### config.mk
export PLATFORM = sky130hd
export DESIGN_NAME = pid
export DESIGN_NICKNAME = d
export VERILOG_FILES = /design/src/rtl/pid_pkg.sv /design/src/rtl/pid_error_map.sv /design/src/rtl/pid.sv
export SDC_FILE = /design/constraint.sdc
export NUM_CORES = 1
export LEC_CHECK = 0
export CAP_MARGIN = 20
export CORE_ASPECT_RATIO = 1.1
export CORE_UTILIZATION = 60
export DETAILED_ROUTE_END_ITERATION = 16
export MAX_ROUTING_LAYER = met4
export PLACE_DENSITY = 0.86
export SYNTH_ARGS = -nofsm -noshare
export SYNTH_HDL_FRONTEND = slang
export SYNTH_SLANG_ARGS = --single-unit
### constraint.sdc
create_clock -name clk -period 5.6 [get_ports clk]
set_input_delay 0.84 -clock clk [delete_from_list [all_inputs] [get_ports clk]]
set_output_delay 0.84 -clock clk [all_outputs]
set_load 0.05 [all_outputs]
### src/rtl/pid_pkg.sv
// Shared widths, output limits and default gains for the line-follower PID controller.
package pid_pkg;
  localparam int ERR_W     = 3;
  localparam int OUT_W     = 11;
  localparam int I_W       = 16;
  localparam int SUM_W     = 32;
  localparam int OUT_MAX   = 1023;
  localparam int OUT_MIN   = -1024;
  localparam int KP_DEF    = 32;
  localparam int KI_DEF    = 1;
  localparam int KD_DEF    = 16;
  localparam int I_MAX_DEF = 256;
endpackage

### src/rtl/pid_error_map.sv
// Maps the 4-bit IR sensor pattern to a signed position error; patterns that
// are not a contiguous run of lit sensors return the held error with valid=0.
module pid_error_map
  import pid_pkg::*;
(
  input  logic [3:0]       sensors,
  input  logic [ERR_W-1:0] held,
  output logic [ERR_W-1:0] err,
  output logic             valid
);

  always_comb begin
    err   = held;
    valid = 1'b1;
    case (sensors)
      4'b0110, 4'b1111: err = 3'b000;
      4'b0010, 4'b0111: err = 3'b001;
      4'b0011:          err = 3'b010;
      4'b0001:          err = 3'b011;
      4'b0100, 4'b1110: err = 3'b111;
      4'b1100:          err = 3'b110;
      4'b1000:          err = 3'b101;
      default:          valid = 1'b0;
    endcase
  end

endmodule

### src/rtl/pid.sv
// PID steering controller: sampled error/integral registers feed a saturated
// P+I+D correction registered every clock.
module pid
  import pid_pkg::*;
#(
  parameter int KP         = KP_DEF,
  parameter int KI         = KI_DEF,
  parameter int KD         = KD_DEF,
  parameter int I_MAX      = I_MAX_DEF,
  parameter int SAMPLE_DIV = 1
) (
  input  logic             clk,
  input  logic             rst,
  input  logic             kp_sw,
  input  logic             ki_sw,
  input  logic             kd_sw,
  input  logic [3:0]       sensors,
  output logic [OUT_W-1:0] pid_output
);

  localparam int CNT_W = (SAMPLE_DIV > 1) ? $clog2(SAMPLE_DIV) : 1;
  localparam logic [CNT_W-1:0] CNT_LAST = CNT_W'(SAMPLE_DIV - 1);
  localparam logic signed [SUM_W-1:0] KP_S = SUM_W'(KP);
  localparam logic signed [SUM_W-1:0] KI_S = SUM_W'(KI);
  localparam logic signed [SUM_W-1:0] KD_S = SUM_W'(KD);

  function automatic logic signed [I_W-1:0] clamp_i(input logic signed [SUM_W-1:0] v);
    if (v > I_MAX)       return I_W'(I_MAX);
    else if (v < -I_MAX) return I_W'(-I_MAX);
    else                 return I_W'(v);
  endfunction

  function automatic logic signed [OUT_W-1:0] sat_out(input logic signed [SUM_W-1:0] v);
    if (v > OUT_MAX)      return OUT_W'(OUT_MAX);
    else if (v < OUT_MIN) return OUT_W'(OUT_MIN);
    else                  return OUT_W'(v);
  endfunction

  logic [CNT_W-1:0]        cnt_q;
  logic                    sample_stb;
  logic signed [ERR_W-1:0] e_q;
  logic signed [ERR_W-1:0] e_prev_q;
  logic signed [I_W-1:0]   i_q;
  logic [ERR_W-1:0]        map_err;
  logic                    map_vld;
  logic signed [SUM_W-1:0] e_ext, e_prev_ext, map_ext, i_ext;
  logic signed [SUM_W-1:0] p_term, i_term, d_term, sum;

  pid_error_map u_error_map (
    .sensors (sensors),
    .held    (e_q),
    .err     (map_err),
    .valid   (map_vld)
  );

  assign sample_stb = (cnt_q == CNT_LAST);

  always_ff @(posedge clk or negedge rst) begin
    if (!rst)            cnt_q <= '0;
    else if (sample_stb) cnt_q <= '0;
    else                 cnt_q <= cnt_q + 1'b1;
  end

  // Stage 1: sampled error, previous error and clamped integral
  always_ff @(posedge clk or negedge rst) begin
    if (!rst) begin
      e_q      <= '0;
      e_prev_q <= '0;
      i_q      <= '0;
    end else if (sample_stb) begin
      e_prev_q <= e_q;
      if (map_vld) e_q <= map_err;
      // Integral accumulates the effective error, including a held one
      i_q <= ki_sw ? clamp_i(i_ext + map_ext) : '0;
    end
  end

  always_comb begin
    e_ext      = {{(SUM_W-ERR_W){e_q[ERR_W-1]}}, e_q};
    e_prev_ext = {{(SUM_W-ERR_W){e_prev_q[ERR_W-1]}}, e_prev_q};
    map_ext    = {{(SUM_W-ERR_W){map_err[ERR_W-1]}}, map_err};
    i_ext      = {{(SUM_W-I_W){i_q[I_W-1]}}, i_q};
    p_term     = kp_sw ? KP_S * e_ext : '0;
    i_term     = ki_sw ? KI_S * i_ext : '0;
    d_term     = kd_sw ? KD_S * (e_ext - e_prev_ext) : '0;
    sum        = p_term + i_term + d_term;
  end

  // Stage 2: saturated correction, switches sampled every clock
  always_ff @(posedge clk or negedge rst) begin
    if (!rst) pid_output <= '0;
    else      pid_output <= sat_out(sum);
  end

endmodule

After elaboration in Yosys (flattened, before gate mapping)
Index checks and enable logic that the tools add are counted.
{ "classes": {"bitwise_logic": 1, "n_addsub": 5, "muxes": 11, "reduce_logical": 5, "eq_ne": 10, "n_lt_le_gt_ge": 4} }
{ "ops": {"columns": ["op", "n"], "rows": [
  ["2-to-1 mux 32 bit", 3],
  ["adder 32 bit", 2],
  ["2-to-1 mux 16 bit", 3],
  ["greater-than comparator 32 x 11 -> 1 bit, second input constant", 1],
  ["less-than comparator 32 x 11 -> 1 bit, second input constant", 1],
  ["2-to-1 mux 11 bit", 2],
  ["one-hot mux 3 bit (7 select lines)", 1],
  ["adder 16 x 3 -> 17 bit", 1],
  ["greater-than comparator 17 x 10 -> 1 bit, second input constant", 1],
  ["less-than comparator 17 x 9 -> 1 bit, second input constant", 1],
  ["== test 4 bit, second input constant", 4],
  ["== test 4 x 3 -> 1 bit, second input constant", 3],
  ["OR reduction 10 bit", 1],
  ["== test 4 x 2 -> 1 bit, second input constant", 2],
  ["OR reduction 2 bit", 3],
  ["== test 4 x 1 -> 1 bit, second input constant", 1],
  ["subtractor 3 x 3 -> 4 bit", 1],
  ["2-to-1 mux 1 bit", 2],
  ["AND reduction 2 bit", 1],
  ["adder 1 bit, second input constant", 1],
  ["NOT 1 bit", 1]
]} }
{ "word_totals": {"reg_bits": 34, "output_inout_bits": 11, "input_bits": 9, "wordCells": 41} }

Longest topological paths before layout
{ "depth": {"word_depth": 8, "ltp_mapped": 18, "depth_no_buf": 17} }

Hierarchy
Synthesis repeated with hierarchy kept, for this count alone.
{ "hier_totals": {"hier_cells": 372, "area_unflattened_um2": 3453.3} }
{ "modules_own_cells": {"columns": ["mod", "cells_per_inst", "area_each_um2", "seq_area_each_um2", "n_inst"], "rows": [
  ["pid", 341, 3240.6, 825.8, 1],
  ["pid_error_map", 31, 212.7, 0.0, 1]
]} }

Worst setup path after synthesis
No wires, ideal clock.
{ "synth_timing": {"kind": "register to register", "from": "register e_q[2]", "to": "register pid_output[3]", "required_time_ns": 5.481, "setup_time_ns": 0.119, "arrival_ns": 4.811, "period_less_slack_ns": 4.929, "stages_incl_launch_ff": 16, "path_slack_ns": 0.671, "path_buffers": 0, "cell_sequence": "dfrtp_1 ha_1 inv_1 a2111oi_0 o21ai_0 inv_1 fa_1 ha_1 a211oi_1 o21ai_1 a221oi_4 xnor2_1 or4b_1 a211oi_2 nor2_2 o21a_1"} }
{ "synth_via": {"elab_chain_cells": 6, "word_cells_on_any_way": 9, "cone_classes": "3 x add/sub; 2 x order compare; 4 x mux"} }
{ "synth_lines": {"columns": ["item", "line_no", "source"], "rows": [
  ["start: declaration", "pid.sv:41", "logic signed [ERR_W-1:0] e_q;"],
  ["start signal: assignment", "pid.sv:72", "if (map_vld) e_q <= map_err;"],
  ["2-to-1 mux 32 bit or subtractor 3 x 3 -> 4 bit (tied branches)", "pid.sv:83, pid.sv:85", null],
  ["adder 32 bit or 2-to-1 mux 32 bit (tied branches)", "pid.sv:86, pid.sv:85", null],
  ["adder 32 bit *", "pid.sv:86", "sum = p_term + i_term + d_term;"],
  ["less-than comparator 32 x 11 -> 1 bit", "pid.sv:35", "else if (v < OUT_MIN) return OUT_W'(OUT_MIN);"],
  ["2-to-1 mux 11 bit", "pid.sv:35", null],
  ["2-to-1 mux 11 bit *", "pid.sv:34", "if (v > OUT_MAX) return OUT_W'(OUT_MAX);"],
  ["end signal: assignment", "pid.sv:92", "else pid_output <= sat_out(sum);"],
  ["end: declaration", "pid.sv:18", "output logic [OUT_W-1:0] pid_output"]
]} }
Every way passes the cells marked *; elsewhere a longest branch is shown, timed or not.
A chain may end at the register's enable or synchronous reset.

Worst setup path in the final report
{ "layout_timing": {"from": "input port sensors[3]", "to": "register i_q[7]"} }
{ "layout_via": {"elab_chain_cells": 8, "word_cells_on_any_way": 20, "cone_classes": "1 x add/sub; 2 x order compare; 10 x eq/ne; 4 x mux; 3 x reduce/logical"} }
{ "layout_lines": {"columns": ["item", "line_no", "source"], "rows": [
  ["start: declaration", "pid.sv:17", "input logic [3:0] sensors,"],
  ["== test 4 x 3 -> 1 bit (tied with other cells)", "pid_error_map.sv:15", "case (sensors)"],
  ["OR reduction 2 bit", "pid_error_map.sv:15", null],
  ["one-hot mux 3 bit (7 select lines) *", "pid_error_map.sv:15", null],
  ["net map_err[0]", "pid.sv:44", "logic [ERR_W-1:0] map_err;"],
  ["adder 16 x 3 -> 17 bit *", "pid.sv:74", "i_q <= ki_sw ? clamp_i(i_ext + map_ext) : '0;"],
  ["less-than comparator 17 x 9 -> 1 bit", "pid.sv:29", "else if (v < -I_MAX) return I_W'(-I_MAX);"],
  ["2-to-1 mux 16 bit", "pid.sv:29", null],
  ["2-to-1 mux 16 bit *", "pid.sv:28", "if (v > I_MAX) return I_W'(I_MAX);"],
  ["2-to-1 mux 16 bit *", "pid.sv:74", null],
  ["end signal: assignment", "pid.sv:74", null],
  ["end: declaration", "pid.sv:43", "logic signed [I_W-1:0] i_q;"]
]} }
Mark *: on every way through the listed nets, which the timed path passes. The rest lies on a longest branch.

==> results by group <==
GRT
  • First-pass GRT wire length: 12.1 mm
  • Grt ovf: 0
  • Vias in the first global route: 2653
  • Total Routing Usage GR: 27.4%
  • Largest net degree at the start of global routing: 34
  • Initial antenna violation count: 0

STA
  • Worst-Margin Slew: 0.560 ns
  • Fin Setup TNS: 0 ns
  • Slew headroom: 62.1%
  • Unrepaired setup endpoints after global routing: no
  • Max Fclk: 205 MHz
  • Final setup fails: 0
  • Clock Skew: 0.00727 ns
  • Pins Over Slew Limit: 0
  • Crit share post-route: 87.1%
  • Minimum clock period: 4.88 ns
  • Final hold vios: 0

Setup path
  • FF-to-FF Start: e_q[0]
  • Crit end category: flip-flop
  • Worst Setup SP: sensors[3]
  • CP Data Required Time: 5.81 ns
  • Worst Setup Start Kind: primary input
  • CP Class: in2reg
  • Arrival @ worst endpoint: 5.09 ns
  • Critical path peak fanout: 11
  • Reg2reg path depth: 17

Route
  • Routed vias/inst: 6.07
  • WL final: 7.02 mm
  • DRT Pass-1 Iters: 5
  • Routed via count: 2842
  • Wire length per cell: 15.0 um
  • Antenna Nets Post-Route: 0
  • 1st-iter DRT viols: 159
  • # DRC: 0

Synth
  • Synth area leader: dfrtp_1
  • Syn nets: 425
  • Ys async rst share: 100%
  • Cell Area, Synth: 3330 sq um
  • Synth area leaders: dfrtp_1 25%, ha_1 12%, fa_1 8.4%
  • Seq/Total Area, Yosys: 24.8%
  • Post-synth EDFFs: 0
  • Synth Area per Inst: 9.00 sq um
  • Syn. warnings: 0
  • Library cells used by synthesis: 67
  • Mapped Cells: 370
  • Top cells by count, synth: 33 x dfrtp_1, 33 x inv_1, 32 x ha_1
  • Top FF cell, synth: dfrtp_1
  • Yosys reg bits: 33
  • Yosys top cell area share: 24.8%

Clock tree
  • Post_cts resized: 0
  • Hold-fix buffers, CTS: 0
  • CTS HTree Levels: 2
  • Root Buffer: clkbuf_8
  • Number of buffers created by CTS: 5
  • Sink Count: 33
  • Worst-path clk slew: 0.07 ns
  • Worst skew pair latency: 0.29 ns
  • Post-CTS Setup Bufs: 0
  • Longest Clk Path Bufs: 2
  • CTS tree: done

Die
  • FP Rows: 28
  • I/O pins: 20
  • Chip height: 80.1 um
  • Die width: 73.0 um
  • Starting Density: 62.1%
  • Core box area: 5360 sq um
  • Die area: 5850 sq um

Cells and area
  • FILL cells: 424
  • Nets: 447
  • Filler-free cell count of the finished design: 468
  • Syn-to-layout area delta: 11.2%
  • Antenna fix cells: 0
  • Proportion of layout cells with a drive suffix above 1: 7.38%

Flow run
  • Max-Cap Viols: 0

Hold path
  • Worst Hold Depth: 0
  • Hold Crit Start: e_q[2]
  • Min-delay worst type: reg2reg

Power
  • Max IR drop VDD: 0.000211 V
  • Power per cell area: 358 nW/um^2
  • P_leak: 0.00174 uW

Place
  • RD Place Congestion: 0.886
  • # port buffers: 19
  • Post-DP HPWL: 5.65 mm
  • Placed cells: 460

Status
  • Status: finished, final reports clean
-- final timing paths --
kind                                      end  slack (ns)
worst max-delay path                   i_q[7]        0.72
worst min-delay path              e_prev_q[2]        0.47
worst max register to register  pid_output[3]        0.89
worst min register to register    e_prev_q[2]        0.47
max in group asynchronous             i_q[12]        4.35
min in group asynchronous         e_prev_q[2]        0.96
-- state kept, by name (all words and copies together) (netlist names) --
signal	flops
i_q	16
pid_output	11
e_q	3
e_prev_q	3
-- metal layers --
layer	share of wire (%)	global-route usage, %	vias up
met3	2.8	3.14	10
met4	1.6	8.04	0
met5	0	-	-
met1	46	35.5	1378
met2	49	45.1	51
li1	-	-	1403
-- cells by family (layout without fill, tap and decap cells) --
logic type	Yosys count	in the layout	synth area share [%]
multiplexers	5	5	1.54
AO/OA/AOI/OAI	115	115	25.5
adder cells (fa/ha/maj)	46	46	20.4
flip-flops	33	33	24.8
buffers and inverters	41	64	4.88
XOR/XNOR	16	16	4.21
AND/OR/NAND/NOR	114	114	18.6
-- placed cells by master, fill, tap and decap left out, types with 4 or more instances in the layout --
cell type        instances
ha_1                    32
nand2b_1                10
nor2b_1                  5
o21ai_0                 12
a21oi_1                 23
dfrtp_1                 33
and3_1                  11
nand3_1                  6
nor2_1                  16
buf_4                    4
inv_1                   33
nor3_1                   7
nand2_1                 27
or3_1                    4
o21a_1                   7
clkbuf_8                 6
mux2i_1                  4
xor2_1                   6
fa_1                    14
xnor2_1                 10
a21o_1                  14
a211oi_1                 9
clkdlybuf4s50_1         19
and2_1                  11
nand4_1                  5
-- area by class of cell --
type	instances	area [sq um]	area share [%]
inverter	33	124	3.35
tap	75	93.8	2.53
clock inverter	2	13.8	0.372
sequential	33	826	22.3
clock buffer	6	82.6	2.23
timing repair buffer	23	220	5.95
multi-input combinational	296	2340	63.3
-- report_power, final --
| part | total, uW | switching, uW | internal [uW] | leakage (uW) |
|---|---|---|---|---|
| logic | 813 | 495 | 318 | 0.00128 |
| clock network | 189 | 89.2 | 99.5 | 0.0000512 |
| registers | 324 | 27.8 | 296 | 0.000411 |
-- worst max-delay path, stage by stage --
cell and delay (ns):
clkdlybuf4s50_1 0.69, nor2_1 0.07, a221oi_1 0.31, a21oi_1 0.15, a31oi_1 0.21, ha_1 0.24
inv_1 0.07, fa_1 0.39, nand2b_1 0.20, a211oi_2 0.32, o21a_2 0.24, o211ai_1 0.14
a2111oi_2 0.35, nand4_1 0.19, or4b_1 0.53, a21boi_1 0.14
-- stage by stage --
| step | hold WS [ns] | worst slack, ns | total power [uW] | utilization, % | cell area, sq um |
|---|---|---|---|---|---|
| 2_1_floorplan | 0.394 | 0.671 | 946 | - | 3330 |
| 3_3_place_gp | 0.453 | 0.581 | 1110 | 67.3 | 3610 |
| 3_5_place_dp | 0.468 | 0.459 | 1140 | 67.3 | 3610 |
| 4_1_cts | 0.470 | 0.736 | 1330 | 69.1 | 3700 |
| 5_1_grt | 0.494 | 0.336 | 1420 | 69.1 | 3700 |
| 6_report | 0.474 | 0.721 | 1330 | 69.1 | 3700 |
(Power assumes the default switching activity.)
